### config.mk
export PLATFORM = sky130hd
export DESIGN_NAME = led_pwm_peripheral
export DESIGN_NICKNAME = d
export VERILOG_FILES = /design/src/rtl/led_pwm_peripheral.sv
export SDC_FILE = /design/constraint.sdc
export NUM_CORES = 1
export LEC_CHECK = 0
export BUFFER_PORTS_ARGS = -buffer_cell sky130_fd_sc_hd__buf_2
export CELL_PAD_IN_SITES_DETAIL_PLACEMENT = 1
export CELL_PAD_IN_SITES_GLOBAL_PLACEMENT = 2
export CORE_ASPECT_RATIO = 1.1
export CORE_MARGIN = 2
export CORE_UTILIZATION = 36
export CTS_CLUSTER_DIAMETER = 100
export DETAILED_ROUTE_END_ITERATION = 10
export PLACE_DENSITY = 0.81
export RECOVER_POWER = 50
export SLEW_MARGIN = 25
export SYNTH_ARGS = -nofsm -noshare
export SYNTH_HDL_FRONTEND = slang
export SYNTH_SLANG_ARGS = --single-unit
### constraint.sdc
create_clock -name clk -period 3.7 [get_ports clk]
set_input_delay 0.555 -clock clk [delete_from_list [all_inputs] [get_ports clk]]
set_output_delay 0.555 -clock clk [all_outputs]
set_load 0.05 [all_outputs]
### src/rtl/led_pwm_peripheral.sv
// Memory-mapped LED / RGB PWM responder on the dmem bus.
// CTRL and DUTY registers with byte-lane access and a double-buffered duty register.
module led_pwm_peripheral #(
    parameter logic [31:0] BASE_ADDR = 32'hFFFF_FFF8,
    parameter logic [15:0] PRESCALE  = 16'd47
) (
    input  logic        clk,
    input  logic        reset,
    input  logic [2:0]  funct3,
    input  logic        dmem_wren,
    input  logic [31:0] dmem_address,
    input  logic [31:0] dmem_data_in,
    output logic [31:0] dmem_data_out,
    output logic        hit,
    output logic        misalign_err,
    output logic        led,
    output logic        red,
    output logic        green,
    output logic        blue
);

    typedef enum logic [2:0] {
        F3_B  = 3'b000,
        F3_H  = 3'b001,
        F3_W  = 3'b010,
        F3_BU = 3'b100,
        F3_HU = 3'b101
    } funct3_e;

    logic [31:0] r_duty;
    logic [1:0]  r_ctrl;
    logic [31:0] r_active;
    logic [15:0] r_pre_cnt;
    logic [7:0]  r_pwm_cnt;

    logic        w_sel_duty;
    logic [1:0]  w_lane;
    logic        w_size_ok;
    logic        w_aligned;
    logic [3:0]  w_be;
    logic        w_store;
    logic        w_misalign;
    logic [31:0] w_rd_word;
    logic [31:0] w_rd_shift;
    logic [31:0] w_load_data;
    logic [31:0] w_wdata;
    logic [31:0] w_duty_next;
    logic [1:0]  w_ctrl_next;
    logic        w_tick;
    logic        w_wrap;

    // BASE_ADDR is 8-byte aligned, so address bit 2 alone selects DUTY over CTRL.
    assign hit        = (dmem_address[31:3] == BASE_ADDR[31:3]);
    assign w_sel_duty = dmem_address[2];
    assign w_lane     = dmem_address[1:0];

    always_comb begin
        // NOTE: every signal gets a default before the case so no path can infer a latch.
        w_size_ok = 1'b1;
        w_aligned = 1'b1;
        w_be      = 4'b0000;
        case (funct3)
            F3_B, F3_BU: w_be = 4'b0001 << w_lane;
            F3_H, F3_HU: begin
                w_aligned = ~w_lane[0];
                w_be      = w_lane[1] ? 4'b1100 : 4'b0011;
            end
            F3_W: begin
                w_aligned = (w_lane == 2'b00);
                w_be      = 4'b1111;
            end
            default: w_size_ok = 1'b0;
        endcase
    end

    assign w_store    = hit & dmem_wren & w_size_ok & w_aligned;
    assign w_misalign = hit & w_size_ok & ~w_aligned;

    assign w_rd_word  = w_sel_duty ? r_duty : {30'd0, r_ctrl};
    assign w_rd_shift = w_rd_word >> {w_lane, 3'b000};

    always_comb begin
        w_load_data = '0;
        if (w_size_ok && w_aligned) begin
            case (funct3)
                F3_B:    w_load_data = {{24{w_rd_shift[7]}}, w_rd_shift[7:0]};
                F3_BU:   w_load_data = {24'd0, w_rd_shift[7:0]};
                F3_H:    w_load_data = {{16{w_rd_shift[15]}}, w_rd_shift[15:0]};
                F3_HU:   w_load_data = {16'd0, w_rd_shift[15:0]};
                F3_W:    w_load_data = w_rd_word;
                default: w_load_data = '0;
            endcase
        end
    end

    // Store data arrives right-aligned; shift it into its byte lanes before merging.
    assign w_wdata = dmem_data_in << {w_lane, 3'b000};

    always_comb begin
        w_duty_next = r_duty;
        w_ctrl_next = r_ctrl;
        for (int i = 0; i < 4; i++) begin
            if (w_store && w_sel_duty && w_be[i]) w_duty_next[8*i +: 8] = w_wdata[8*i +: 8];
        end
        if (w_store && !w_sel_duty && w_be[0]) w_ctrl_next = w_wdata[1:0];
    end

    assign w_tick = (r_pre_cnt == PRESCALE);
    assign w_wrap = w_tick & (r_pwm_cnt == 8'hFF);

    always_ff @(posedge clk or negedge reset) begin
        if (!reset) begin
            r_duty        <= '0;
            r_ctrl        <= 2'b01;
            misalign_err  <= 1'b0;
            dmem_data_out <= '0;
        end else begin
            // NOTE: state is updated with non-blocking assignments so every register samples pre-edge values.
            r_duty       <= w_duty_next;
            r_ctrl       <= w_ctrl_next;
            misalign_err <= w_misalign;
            if (!hit)            dmem_data_out <= '0;
            else if (!dmem_wren) dmem_data_out <= w_load_data;
        end
    end

    always_ff @(posedge clk or negedge reset) begin
        if (!reset) begin
            r_pre_cnt <= '0;
            r_pwm_cnt <= '0;
        end else if (w_tick) begin
            r_pre_cnt <= '0;
            r_pwm_cnt <= r_pwm_cnt + 8'd1;
        end else begin
            r_pre_cnt <= r_pre_cnt + 16'd1;
        end
    end

    // A store landing on the wrap edge is taken into the new period via the merged value.
    always_ff @(posedge clk or negedge reset) begin
        if (!reset)         r_active <= '0;
        else if (r_ctrl[1]) r_active <= r_duty;
        else if (w_wrap)    r_active <= w_duty_next;
    end

    always_ff @(posedge clk or negedge reset) begin
        if (!reset) begin
            led   <= 1'b0;
            red   <= 1'b0;
            green <= 1'b0;
            blue  <= 1'b0;
        end else begin
            led   <= r_ctrl[0] & (r_active[31:24] > r_pwm_cnt);
            red   <= r_ctrl[0] & (r_active[23:16] > r_pwm_cnt);
            green <= r_ctrl[0] & (r_active[15:8]  > r_pwm_cnt);
            blue  <= r_ctrl[0] & (r_active[7:0]   > r_pwm_cnt);
        end
    end

endmodule
Word-level counts from Yosys, hierarchy flattened
Index checks and enable logic that the tools add are counted.

Flip-flop bits (word level): 127. Input bits: 70. Logic and storage cells: 71.

Add/subtract/negate cells: 2. $lt $le $gt $ge: 4. Equal/unequal tests: 8. Shifts and indexed selects: 3. Multiplexer cells: 16. Bitwise logic cells: 12. Reductions and logical operators: 15.

Operators by type and width (number): 32-bit two-way mux (6); 32-bit one-hot mux with 5 select lines (1); 8-bit > comparator (4); 8-bit two-way mux (4); 32-bit by 5-bit << shifter with 32-bit output (1); 32-bit by 5-bit >> shifter with 16-bit output (1); 29-bit == test (second input constant) (1); 16-bit by 1-bit adder with 16-bit output (second input constant) (1); 16-bit by 6-bit == test with 1-bit output (second input constant) (1); 16-bit two-way mux (1); 4-bit one-hot mux with 3 select lines (1); 1-bit bitwise AND (10); 8-bit by 1-bit adder with 8-bit output (second input constant) (1); 8-bit == test (second input constant) (1); 1-bit logical AND (8); 3-bit == test (second input constant) (2); 5-bit OR reduction (1); 4-bit two-way mux (1); 2-bit OR reduction (2); 1-bit by 2-bit << shifter with 4-bit output (first input constant) (1); 3-bit by 1-bit == test with 1-bit output (second input constant) (1); 3-bit by 2-bit == test with 1-bit output (second input constant) (1); 3-bit zero test (1); 2-bit zero test (1); 6 further kinds (7).

Logic depth before layout (Yosys ltp)
Gate-level depths: netlist of the first run.

Depth after elaboration: 10. Depth in mapped cells: 9. Gate-level depth less buffers: 7.

Least setup slack after synthesis of the first run
No wires, ideal clock.

Path type: input to register. Start point: in dmem_address[23]. End point: reg r_active[22]. Library setup time: 0.127 ns. Arrival: 2.535 ns. Slack: 1.037 ns. Stages on the path: 7. Cell sequence: nand4_1 -> or4_1 -> or4_1 -> clkbuf_1 -> clkbuf_1 -> nor4_1 -> nor3_1.

Cells in the longest elaborated chain, start to end: 9.

Ends and longest elaborated chain: from (decl) (RTL line 11) `input logic [31:0] dmem_address,`; 29-bit == test (RTL line 53) `assign hit = (dmem_address[31:3] == BASE_ADDR[31:3]);`; 1-bit bitwise AND (3 in series) (RTL line 76) `assign w_store = hit & dmem_wren & w_size_ok & w_aligned;`; 1-bit logical AND (2 in series) (RTL line 103) `if (w_store && w_sel_duty && w_be[i]) w_duty_next[8*i +: 8] = w_wdata[8*i +: 8];`; 8-bit two-way mux (RTL line 103); 32-bit two-way mux (RTL line 143) `else if (w_wrap) r_active <= w_duty_next;`; 32-bit two-way mux (RTL line 142) `else if (r_ctrl[1]) r_active <= r_duty;`; to (signal assigned) (RTL line 142); to (signal assigned) (RTL line 143); to (decl) (RTL line 32) `logic [31:0] r_active;`.

No other way between the ends. The select of a mux whose other input is x is not followed. A chain may end at the register's enable or synchronous reset.

Worst setup path in the final report of the first run
Start point: reg r_pwm_cnt[0]. End point: reg r_active[0].

Cells in the longest elaborated chain, start to end: 3.

Ends and longest elaborated chain: from (decl) (RTL line 34) `logic [7:0] r_pwm_cnt;`; from (signal assigned) (RTL line 133) `r_pwm_cnt <= r_pwm_cnt + 8'd1;`; 8-bit == test (RTL line 109) `assign w_wrap = w_tick & (r_pwm_cnt == 8'hFF);`; 1-bit bitwise AND (RTL line 109); 2-bit nonzero test (no source line).

No other way between the ends.

==> metrics.md, run 1 <==
| Metric | Value |
|---|---|
| Yosys warning total | `0` |
| Clock sinks | `127` |
| Cells after synthesis | `860` |
| Worst Tran Pin Value | `2.742 ns` |
| Status | `finished with violations` |
| Vias in the first global route | `7606` |
| Internal Power | `2.483 mW` |
| Post-Syn Area | `7850 um^2` |
| Routed wl met2 | `13630 um` |
| Sequential Power Share | `41.0%` |
| Worst Path Max Fanout | `48` |
| Crit Path Category | `flop to flop` |
| Dpl ws | `0.5610 ns` |
| Syn Nets | `964` |
| CP arrival | `3.46 ns` |
| Post-synth cell types | `59` |
| Placer Congestion | `0.8156` |
| Post-synth EDFFs | `0` |
| Final Skew | `0.01170 ns` |
| Layout Nets | `1053` |
| Sum Neg Setup Slack | `0 ns` |
| Max-slew headroom | `-82.80%` |
| Antenna violations before repair | `1` |
| Peak Freq | `321.6 MHz` |
| Minimum clock period | `3.109 ns` |
| Crit start category | `flop` |
| Max layer used | `met4` |
| Avg WL per Cell | `22.68 um` |
| Main synth FF type | `dfrtp_1` |
| Buf+Inv Stages, Crit Path | `0` |
| Starting DRT DRC Count | `445` |
| Worst hold path class | `input pin to flop` |
| Yosys reg bits | `127` |
| Post-CTS resize count | `0` |
| Final setup vio count | `0` |
| Clock share of power | `51.4%` |
| Die area | `23000 um^2` |
| Core area | `21370 um^2` |
| Met1 WL | `12630 um` |
| Crit path cell chain | `ha_1 -> or4b_1 -> or4_1 -> or2_4 -> or3_1 -> o211ai_1` |
| Register area share after synthesis | `40.50%` |
| Slowest cell delay on critical path | `0.69 ns` |
| NetSw | `0.9045 mW` |
| Ant diodes | `0` |
| Root Driver | `clkbuf_16` |
| Flop2flop setup slack | `0.59 ns` |
| Starting Density | `36.73%` |
| Final Core Density | `43.53%` |
| Ys async rst share | `100.0%` |
| Chip width | `144.8 um` |
| WL met3 | `1239 um` |
| CTS Hold Bufs | `0` |
| Placed Instance Area | `8717 um^2` |
| Height of the die | `158.9 um` |
| Failing checks | `capacitance limit, slew limit` |
| First-pass GRT wire length | `44430 um` |
| Via/cell ratio | `5.878` |
| Post-CTS Setup Bufs | `0` |
| Slew Viols, Final | `47` |
| Req. time, crit path | `4.05 ns` |
| CTS tree | `yes` |
| Overall routed net length | `28400 um` |
| Total track usage | `25.22%` |
| Hold WS | `0.4016 ns` |
| CP max stage cell | `or4_1` |
| H-Tree Depth | `4` |
| CP delay by family, top | `simple AND/OR/NAND/NOR gates` |
| Total grt overflow | `0` |
| DRT antenna net count | `0` |
| Switching share of power | `26.70%` |
| Layout cells sized above 1 | `19.54%` |
| Drc violations | `0` |
| Maximum VDD drop | `267.9 uV` |
| I/O pins | `108` |
| Final worst-path cycle share | `84.03%` |
| First-pass iteration count of the detailed router | `6` |
| CTS Buffer Depth | `2` |
| PortBufs | `107` |
| Final Hold Vio Count | `0` |
| Placed cells | `1220` |
| Max-cap violations | `1` |
| Clk_lat worst skew | `0.43 ns` |
| RSZ-0062 raised after global routing | `false` |
| Row cnt | `56` |
| Final WS setup | `0.5909 ns` |
| Largest net degree at the start of global routing | `50` |
| Leak | `4.034 nW` |
| Comb pwr share | `7.6%` |
| CTS Buf Count | `17` |
| Pwr dens | `364.1 nW/um^2` |
| Design Area, Final | `9303 um^2` |
| Mean Syn Cell Area | `9.128 um^2` |
| Clock-pin transition on the worst setup and hold timing paths | `0.07 ns` |
| Vias | `7359` |
| Non-Filler Instances | `1252` |
| Crit end category | `flop` |
| P&R area growth vs syn | `18.50%` |
| Post-DP HPWL | `20790 um` |
| Tot Pwr | `3.387 mW` |
power by group through the flow:
stage          clock [mW]  combinational [mW]  sequential (mW)
6_report             1.74               0.257             1.39
3_5_place_dp            0               0.256             1.41
5_1_grt              1.83               0.279             1.39
4_1_cts              1.77               0.257             1.39
2_1_floorplan           0               0.113             1.41
3_3_place_gp            0               0.254             1.41
cell usage in the layout, fill, tap and decap left out, drive strengths merged, types with 3 or more instances in the layout:
| cell type | n |
|---|---|
| dfrtp | 126 |
| buf | 119 |
| o21ai | 76 |
| nand3 | 55 |
| nand2 | 52 |
| nor2 | 42 |
| nand2b | 39 |
| ha | 34 |
| inv | 34 |
| a21oi | 32 |
| nand4 | 28 |
| clkbuf | 28 |
| a22o | 26 |
| o211ai | 20 |
| mux2 | 18 |
| a32oi | 18 |
| nor3 | 18 |
| mux2i | 16 |
| a211oi | 16 |
| nor4 | 16 |
| and2 | 15 |
| xnor2 | 14 |
| a31oi | 14 |
| nor2b | 12 |
| o2bb2ai | 10 |
| and4 | 9 |
| or4 | 8 |
| xor2 | 7 |
| a22oi | 7 |
| o22ai | 6 |
| and3 | 5 |
| or3 | 5 |
| o21a | 4 |
| o221a | 4 |
| or2 | 4 |
| clkinvlp | 3 |
| clkinv | 3 |
worst reg2reg max path, stage by stage (launching register included):
cell and delay (ns):
dfrtp_1 0.57, ha_1 0.27, or4b_1 0.43, or4_1 0.69, or2_4 0.53, or3_1 0.38
o211ai_1 0.17
logic make-up (layout without fill, tap and decap cells):
| kind of cell | after synthesis | count (layout) | share of synthesized area [%] |
|---|---|---|---|
| AO/OA/AOI/OAI | 242 | 242 | 20.55 |
| XOR/XNOR | 21 | 21 | 2.343 |
| adder cells (fa/ha/maj) | 34 | 34 | 5.419 |
| buffers and inverters | 87 | 189 | 4.447 |
| flip-flops | 127 | 127 | 40.50 |
| multiplexers | 35 | 35 | 4.909 |
| AND/OR/NAND/NOR | 314 | 314 | 21.84 |
synthesized netlist by cell type, types with 7 or more instances:
library cell	number	area [um^2]
dfrtp_1	126	3153
buf_1	8	30.03
and4_1	9	78.83
clkbuf_1	44	165.2
a31oi_1	14	87.58
a22o_1	26	227.7
inv_1	25	93.84
a21oi_1	32	160.2
nor4_1	14	87.58
nand3_1	55	275.3
nand2_1	52	195.2
nor2_1	41	153.9
o21ai_0	75	375.4
o211ai_1	20	150.1
or4_1	8	60.06
nor3_1	17	85.08
a32oi_1	18	157.7
a211oi_1	16	120.1
mux2_2	18	202.7
mux2i_1	16	160.2
xor2_1	7	61.31
nand2b_1	39	244.0
nor2b_1	12	75.07
o2bb2ai_1	10	87.58
a22oi_1	7	52.55
nand4_1	28	175.2
and2_1	15	93.84
ha_1	34	425.4
xnor2_1	14	122.6
sequential cells by signal (all words and copies together) (netlist names):
| register | cells |
|---|---|
| r_pre_cnt | 16 |
| led | 1 |
| r_duty | 32 |
| r_pwm_cnt | 8 |
| r_active | 32 |
| blue | 1 |
| green | 1 |
| red | 1 |
| r_ctrl | 2 |
| dmem_data_out | 32 |
| misalign_err | 1 |
cell type report:
class,instances,area (um^2)
repair buffers,130,719.4
clock inverters,15,172.7
well taps,290,362.8
fillers,2522,12070
clock buffers,17,425.4
inverters,27,101.3
multi-input cells,646,4342
flip-flops and latches,127,3179
final timing paths:
path / start / endpoint / cells after the start
worst max-delay path: r_pwm_cnt[0]$_DFFE_PN0N_ / r_active[0]$_DFFE_PN0P_ / 6
worst min-delay path: dmem_wren / dmem_data_out[1]$_DFFE_PN0P_ / 2
worst max register to register: r_pwm_cnt[0]$_DFFE_PN0N_ / r_active[0]$_DFFE_PN0P_ / 6
worst min register to register: r_pre_cnt[15]$_DFF_PN0_ / r_pre_cnt[15]$_DFF_PN0_ / 1
max in group asynchronous: reset / r_ctrl[0]$_DFFE_PN1P_ / 2
min in group asynchronous: reset / r_duty[5]$_DFF_PN0_ / 1
layer usage:
| metal | GRT usage, % | vias up |
|---|---|---|
| li1 | - | 3398 |
| met1 | 33.48 | 3715 |
| met2 | 40.76 | 206 |
| met3 | 4.554 | 40 |
| met4 | 9.312 | 0 |
| met5 | 0 | - |
Note: power is estimated with default switching activity, not from simulation.
==> run 2, diff against run 1 <==
ABC_AREA = 1   (was not set)
CORE_UTILIZATION = 33   (was 36)
PLACE_DENSITY = 0.8   (was 0.81)
clock period = 2.96 ns   (was 3.7 ns; I/O delays follow)
==> run 2 against run 1 <==
The run still ends with capacitance limit, slew limit left. Critical path depth rose by 4. Synthesized cell count rose by 33%. Sequential cell count is the same. Area after synthesis increased by 4.4%. Die area grew 13%. Non-clock buffer count fell by 3. Largest power group unchanged.
==> metrics.md, run 2 <==
| Metric | Value |
|---|---|
| Status | `finished with violations` |
| Failing checks | `capacitance limit, slew limit` |
| Post-synth top cells | `nand2_1, inv_1, dfrtp_1, nand3_1, o21ai_0` |
| Non-Filler Instances | `1568 (+25%)` |
| Top flop regs | `dmem_data_out (32), r_active (32), r_duty (32)` |
| Crit end category | `flop` |
| Vias | `7986 (+8.5%)` |
| Global routing usage on met1 | `30.68% (-2.8 points)` |
| Chip width | `154.2 um (+6.5%)` |
| H-Tree Depth | `4 (unchanged)` |
| Placed cells | `1536 (+26%)` |
| Final WS setup | `0.6963 ns (+0.1055 ns)` |
| Sum Neg Setup Slack | `0 ns (unchanged)` |
| Post-synth EDFFs | `0 (unchanged)` |
| Via/cell ratio | `5.093 (-13%)` |
| Clock sinks | `127 (unchanged)` |
| Syn Nets | `1249 (+30%)` |
| Crit Path Category | `input pin to flop` |
| I/O pins | `108 (unchanged)` |
| CTS Buf Count | `17 (unchanged)` |
| Row cnt | `60 (+7.1%)` |
| RSZ-0062 raised after global routing | `false` |
| Multi-input logic area | `4161 um^2 (-4.1%)` |
| Vias in the first global route | `8379 (+10%)` |
| Area share of the largest cell type after synthesis | `38.48% (-1.7 points)` |
| Design Area, Final | `9629 um^2 (+3.5%)` |
| Starting DRT DRC Count | `495 (+11%)` |
| FF+latch area | `3179 um^2 (unchanged)` |
| Avg WL per Cell | `18.53 um (-18%)` |
| First-pass GRT wire length | `46520 um (+4.7%)` |
| Minimum clock period | `2.264 ns` |
| Post-CTS resize count | `0 (unchanged)` |
| Ant diodes | `0 (unchanged)` |
| CP arrival | `2.64 ns (-0.82 ns)` |
| Maximum VDD drop | `357.1 uV (+33%)` |
| Antenna violations before repair | `0 (-1)` |
| Worst Tran Pin Value | `2.267 ns (-0.4754 ns)` |
| Max-slew headroom | `-51.10% (+32 points)` |
| First-pass iteration count of the detailed router | `5 (-1)` |
| Yosys reg bits | `127 (unchanged)` |
| Post-CTS Setup Bufs | `0 (unchanged)` |
| Die area | `26110 um^2 (+13%)` |
| Met2 layer usage reported by global route | `39.34% (-1.4 points)` |
| Final Skew | `0.01457 ns (+0.002871 ns)` |
| Req. time, crit path | `3.34 ns (-0.71 ns)` |
| Main synth FF type | `dfrtp_1` |
| Yosys warning total | `0 (unchanged)` |
| Layout Nets | `1349 (+28%)` |
| GR Util met3 | `3.473% (-1.1 points)` |
| P&R area growth vs syn | `17.51%` |
| Grt peak-use layer | `met2` |
| Starting Density | `33.58% (-3.1 points)` |
| Clk_lat worst skew | `0.43 ns (about the same)` |
| Peak Freq | `441.8 MHz` |
| Placer Congestion | `0.9398 (+15%)` |
| Height of the die | `169.3 um (+6.5%)` |
| Final worst-path cycle share | `76.48%` |
| Mean Syn Cell Area | `7.156 um^2 (-22%)` |
| Ys async rst share | `100.0% (unchanged)` |
| DRT antenna net count | `0 (unchanged)` |
| CTS Buffer Depth | `2 (unchanged)` |
| Top cells by area, synth | `dfrtp_1, nand2_1, inv_1` |
| Overall routed net length | `29060 um (+2.3%)` |
| Root Driver | `clkbuf_16` |
| Largest net degree at the start of global routing | `96 (+92%)` |
| Total track usage | `22.99% (-2.2 points)` |
| Total grt overflow | `0 (unchanged)` |
| Crit start category | `input pin` |
| Clock-pin transition on the worst setup and hold timing paths | `0.07 ns (about the same)` |
| Layout cells sized above 1 | `14.23% (-5.3 points)` |
| Final setup vio count | `0 (unchanged)` |
| Drc violations | `0 (unchanged)` |
| Worst Path Max Fanout | `21 (-56%)` |
| Placed Instance Area | `9069 um^2 (+4.0%)` |
| Pwr dens | `450.0 nW/um^2 (+24%)` |
| PortBufs | `107 (unchanged)` |
| Dpl ws | `0.3020 ns (-0.2590 ns)` |
| Most frequent cells in the layout | `nand2_1, inv_1, dfrtp_1` |
| Register area share after synthesis | `38.80% (-1.7 points)` |
| Cells after synthesis | `1145 (+33%)` |
| Max-cap violations | `2 (+1)` |
| Core area | `24400 um^2 (+14%)` |
| Final Hold Vio Count | `0 (unchanged)` |
| Filler cell count | `3125 (+24%)` |
| CTS tree | `yes` |
| Post-Syn Area | `8194 um^2 (+4.4%)` |
| CTS Hold Bufs | `0 (unchanged)` |
| Slew Viols, Final | `129 (+170%)` |
| Post-synth cell types | `48 (-19%)` |
| Largest area contributor in the netlist | `dfrtp_1` |
| Cell with the most instances after synthesis | `nand2_1` |
| Leak | `5.206 nW (+29%)` |
| Post-DP HPWL | `21980 um (+5.7%)` |
| Worst hold path class | `input pin to flop` |
| Commonest non-fill, non-tap cell in the layout | `nand2_1` |
run 2: final timing paths:
kind,start,to,slack (ns),cells after the start
setup / recovery,dmem_address[0],r_active[16]$_DFFE_PN0P_,0.70,10
hold / removal,dmem_data_in[0],r_ctrl[0]$_DFFE_PN1P_,0.31,3
setup reg to reg,r_pre_cnt[10]$_DFF_PN0_,r_active[12]$_DFFE_PN0P_,0.82,10
hold reg to reg,r_pre_cnt[0]$_DFF_PN0_,r_pre_cnt[0]$_DFF_PN0_,0.46,1
max in group asynchronous,reset,r_duty[18]$_DFF_PN0_,0.75,2
min in group asynchronous,reset,dmem_data_out[13]$_DFFE_PN0P_,0.66,2
run 2: logic make-up (layout without fill, tap and decap cells):
family / count (synthesis) / after routing / share of synthesized area, %
xor gates and xnor gates: 12 / 12 / 1.283
adders and majority gates: 34 / 34 / 5.192
buffers and inverters: 215 / 328 / 10.46
DFF: 127 / 127 / 38.80
and+or+nand+nor: 602 / 602 / 32.95
AOI/OAI and AO/OA: 155 / 155 / 11.31
run 2: report_power, final:
group	total, mW	switching [mW]	leakage, nW	internal (mW)
combinational	0.388	0.279	3.49	0.109
clock	2.21	0.905	0.293	1.30
sequential	1.74	0.0000000123	1.43	1.74
total	4.33	1.18	5.21	3.15
run 2: final cells by class:
cell class	instances	share of cell area [%]
inverter	169	6.588
clock inverter	13	1.585
timing repair buffer	127	6.861
clock buffer	19	4.704
multi-input combinational	803	43.22
sequential	127	33.02
tap	310	4.028
run 2: critical path, stage by stage:
cell and delay, ns:
buf_2 0.17, inv_1 0.48, nand2_1 0.13, nand2_1 0.16
nand2_2 0.14, nor2_2 0.47, nand3_2 0.31, nand2_1 0.17
nand3_1 0.08, nand2_1 0.08
run 2: metrics by stage:
stage / util (%) / power [mW] / hold WS (ns)
after floorplan: - / 1.966 / 0.1484
after global placement: 37.17 / 2.157 / 0.4489
after detailed placement: 37.17 / 2.157 / 0.4570
after CTS: 39.65 / 4.385 / 0.08013
after global routing: 39.47 / 4.481 / 0.3376
final: 39.47 / 4.333 / 0.3125
run 2: per-layer routing:
metal | up-vias | share of wire, % | wire length [um]
li1 | 3921 | - | -
met2 | 158 | 48 | 14070
met4 | 0 | 1.4 | 420
met3 | 32 | 3.4 | 995
met5 | - | 0 | 0
met1 | 3875 | 47 | 13580
==> run 3, diff against run 2 <==
CORE_UTILIZATION = 30   (was 33)
PLACE_DENSITY = 0.77   (was 0.8)
clock period = 2 ns   (was 2.96 ns; I/O delays follow)
==> run 3 against run 2 <==
Sequential cell count unchanged. Die area increased by 9.7%. Register-to-register slack got worse by 0.67 ns. Clock power increased by 51%. Non-clock buffer count increased by 46. The flow now finishes without violations. Global-route usage decreased by 1.8 points. Critical path type is now flop to flop. Sequential share of layout area decreased by 2.1 points. Sequential power increased by 48%. Total power increased by 50%. Worst hold slack got worse by 0.076 ns. Worst setup slack got worse by 0.55 ns. Clock skew increased by 0.0019 ns.
==> metrics.md, run 3 (same netlist as run 2, synthesis figures left out) <==
| Metric | Value |
|---|---|
| Layout Nets | `1395 (+3.4%)` |
| CP arrival | `2.21 ns (-0.43 ns)` |
| Peak Freq | `540.2 MHz` |
| Commonest non-fill, non-tap cell in the layout | `nand2_1` |
| Chip width | `161.6 um (+4.8%)` |
| Sequential Power Share | `39.5% (-0.6 points)` |
| Total track usage | `21.19% (-1.8 points)` |
| First-pass GRT wire length | `46950 um (+0.94%)` |
| Starting DRT DRC Count | `421 (-15%)` |
| Final Hold Vio Count | `0 (unchanged)` |
| Leak | `5.481 nW (+5.3%)` |
| Final Core Density | `38.32% (-1.1 points)` |
| Minimum clock period | `1.851 ns` |
| Layout cells sized above 1 | `17.64% (+3.4 points)` |
| Height of the die | `177.3 um (+4.8%)` |
| Flop2flop setup slack | `0.15 ns (-0.67 ns)` |
| Dpl ws | `-0.01780 ns (-0.3198 ns)` |
| DRT antenna net count | `0 (unchanged)` |
| Clock-pin transition on the worst setup and hold timing paths | `0.07 ns (about the same)` |
| Worst Tran Pin Value | `0.8909 ns (-1.376 ns)` |
| Largest net degree at the start of global routing | `51 (-47%)` |
| Internal Power | `4.766 mW (+51%)` |
| Hold WS | `0.2361 ns (-0.07639 ns)` |
| Clock sinks | `127 (unchanged)` |
| CTS Buffer Depth | `2 (unchanged)` |
| Crit start category | `flop` |
| Comb pwr share | `9.4% (+0.4 points)` |
| Placed cells | `1624 (+5.7%)` |
| Grt peak-use layer | `met2` |
| Hold_sp | `dmem_data_in[0]` |
| Met2 layer usage reported by global route | `36.20% (-3.1 points)` |
| Reg-to-reg endpoint | `r_active[11]$_DFFE_PN0P_` |
| Req. time, crit path | `2.36 ns (-0.98 ns)` |
| Worst Path Max Fanout | `6 (-71%)` |
| Row cnt | `63 (+5.0%)` |
| Vias in the first global route | `8619 (+2.9%)` |
| Drc violations | `0 (unchanged)` |
| Maximum VDD drop | `481.0 uV (+35%)` |
| Total grt overflow | `0 (unchanged)` |
| Worst hold path class | `input pin to flop` |
| CTS Buf Count | `17 (unchanged)` |
| Ant diodes | `0 (unchanged)` |
| Worst hold endpoint | `r_ctrl[0]$_DFFE_PN1P_` |
| Clk_lat worst skew | `0.43 ns (about the same)` |
| NetSw | `1.744 mW (+47%)` |
| Crit end category | `flop` |
| Vias | `8220 (+2.9%)` |
| Pwr dens | `632.0 nW/um^2 (+40%)` |
| PortBufs | `107 (unchanged)` |
| Via/cell ratio | `4.949 (-2.8%)` |
| Design Area, Final | `10300 um^2 (+7.0%)` |
| P&R area growth vs syn | `25.70%` |
| Max-slew headroom | `40.61% (+92 points)` |
| Tot Pwr | `6.509 mW (+50%)` |
| Status | `finished clean` |
| Sum Neg Setup Slack | `0 ns (unchanged)` |
| Antenna violations before repair | `0 (unchanged)` |
| Clock share of power | `51.1% (about the same)` |
| Final worst-path cycle share | `92.55%` |
| Post-DP HPWL | `22600 um (+2.8%)` |
| H-Tree Depth | `4 (unchanged)` |
| Worst R2R Path Depth | `11 (+1)` |
| Filler cell count | `3393 (+8.6%)` |
| Switching share of power | `26.79% (-0.54 points)` |
| Worst Hold Depth | `3 (unchanged)` |
| I/O pins | `108 (unchanged)` |
| Avg WL per Cell | `17.87 um (-3.6%)` |
| Die area | `28650 um^2 (+9.7%)` |
| GR Util met3 | `2.547% (-0.93 points)` |
| Crit Path Category | `flop to flop` |
| Overall routed net length | `29690 um (+2.2%)` |
| Slew Viols, Final | `0 (-100%)` |
| Max-cap violations | `0 (-2)` |
| Global routing usage on met1 | `28.10% (-2.6 points)` |
| Final WS setup | `0.1490 ns (-0.5474 ns)` |
| First-pass iteration count of the detailed router | `6 (+1)` |
| CTS tree | `yes` |
| Placed Instance Area | `9598 um^2 (+5.8%)` |
| Final setup vio count | `0 (unchanged)` |
| Final Skew | `0.01652 ns (+0.001946 ns)` |
| Placer Congestion | `0.8945 (-4.8%)` |
| Root Driver | `clkbuf_16` |
| Top flop regs | `dmem_data_out (32), r_active (32), r_duty (32)` |
| Core area | `26880 um^2 (+10%)` |
| Most frequent cells in the layout | `nand2_1, inv_1, dfrtp_1` |
| Starting Density | `30.48% (-3.1 points)` |
| RR Startpoint | `r_pre_cnt[0]$_DFF_PN0_` |
| Non-Filler Instances | `1661 (+5.9%)` |
==> run 3: cell types whose count changed in the layout (fill, tap and decap cells not counted), sizes merged <==
cell | before | now
buf | 113 | 152
clkbuf | 33 | 38
clkinvlp | 2 | 4
bufinv | 2 | 3
clkinv | 6 | 5
dlygate4sd3 | 0 | 1
inv | 172 | 171
==> run 3: area by class of cell <==
class	instances	area (um^2)	area share, %
multi-input cells	803	4207	40.84
clock buffers	18	429.2	4.167
repair buffers	173	1220	11.84
well taps	357	446.7	4.337
flip-flops and latches	127	3179	30.87
clock inverters	14	183.9	1.786
inverters	169	634.4	6.159
==> run 3: power groups by stage <==
stage          registers [mW]  logic, mW  clock network [mW]
3_3_place_gp             2.62      0.623                   0
5_1_grt                  2.57      0.685                3.50
6_report                 2.57      0.614                3.33
4_1_cts                  2.57      0.626                3.40
3_5_place_dp             2.62      0.623                   0
2_1_floorplan            2.62      0.292                   0
==> run 3: worst max-delay path by stage <==
stage                                          end                   start  cells after the start
final                     r_active[11]$_DFFE_PN0P_  r_pre_cnt[0]$_DFF_PN0_                     11
after global routing       r_active[7]$_DFFE_PN0P_  r_pre_cnt[9]$_DFF_PN0_                     11
after CTS                  r_active[9]$_DFFE_PN0P_  r_pre_cnt[0]$_DFF_PN0_                     10
after detailed placement   r_active[9]$_DFFE_PN0P_               funct3[1]                     12
after global placement     r_active[9]$_DFFE_PN0P_               funct3[1]                     12
after floorplan           r_active[29]$_DFFE_PN0P_  r_pre_cnt[0]$_DFF_PN0_                     10
==> run 3: critical path, stage by stage, from the launching register on <==
cell and delay, ns:
dfrtp_1 0.38, ha_2 0.23, nand3_4 0.11, nor2_4 0.11, nand3_2 0.10, nor2_2 0.17
nand3_2 0.12, nor2_4 0.12, buf_12 0.14, clkbuf_16 0.15, nand3_1 0.08, nand2_1 0.07
==> run 3: metal layers <==
layer | vias up | wire length, um | part of all wire [%]
met2 | 159 | 14700 | 50
met1 | 4020 | 13330 | 45
met5 | - | 0 | 0
met4 | 0 | 575 | 1.9
li1 | 4014 | - | -
met3 | 27 | 1081 | 3.6
==> run 3: timing repair <==
item                       CTS  global route
hold endpoints to repair    28             0
hold buffers                 1             0
pin swaps                    1             3
resized for setup            1            11
cloned                       0             3
setup endpoints to repair   23            34
setup buffers                0             1
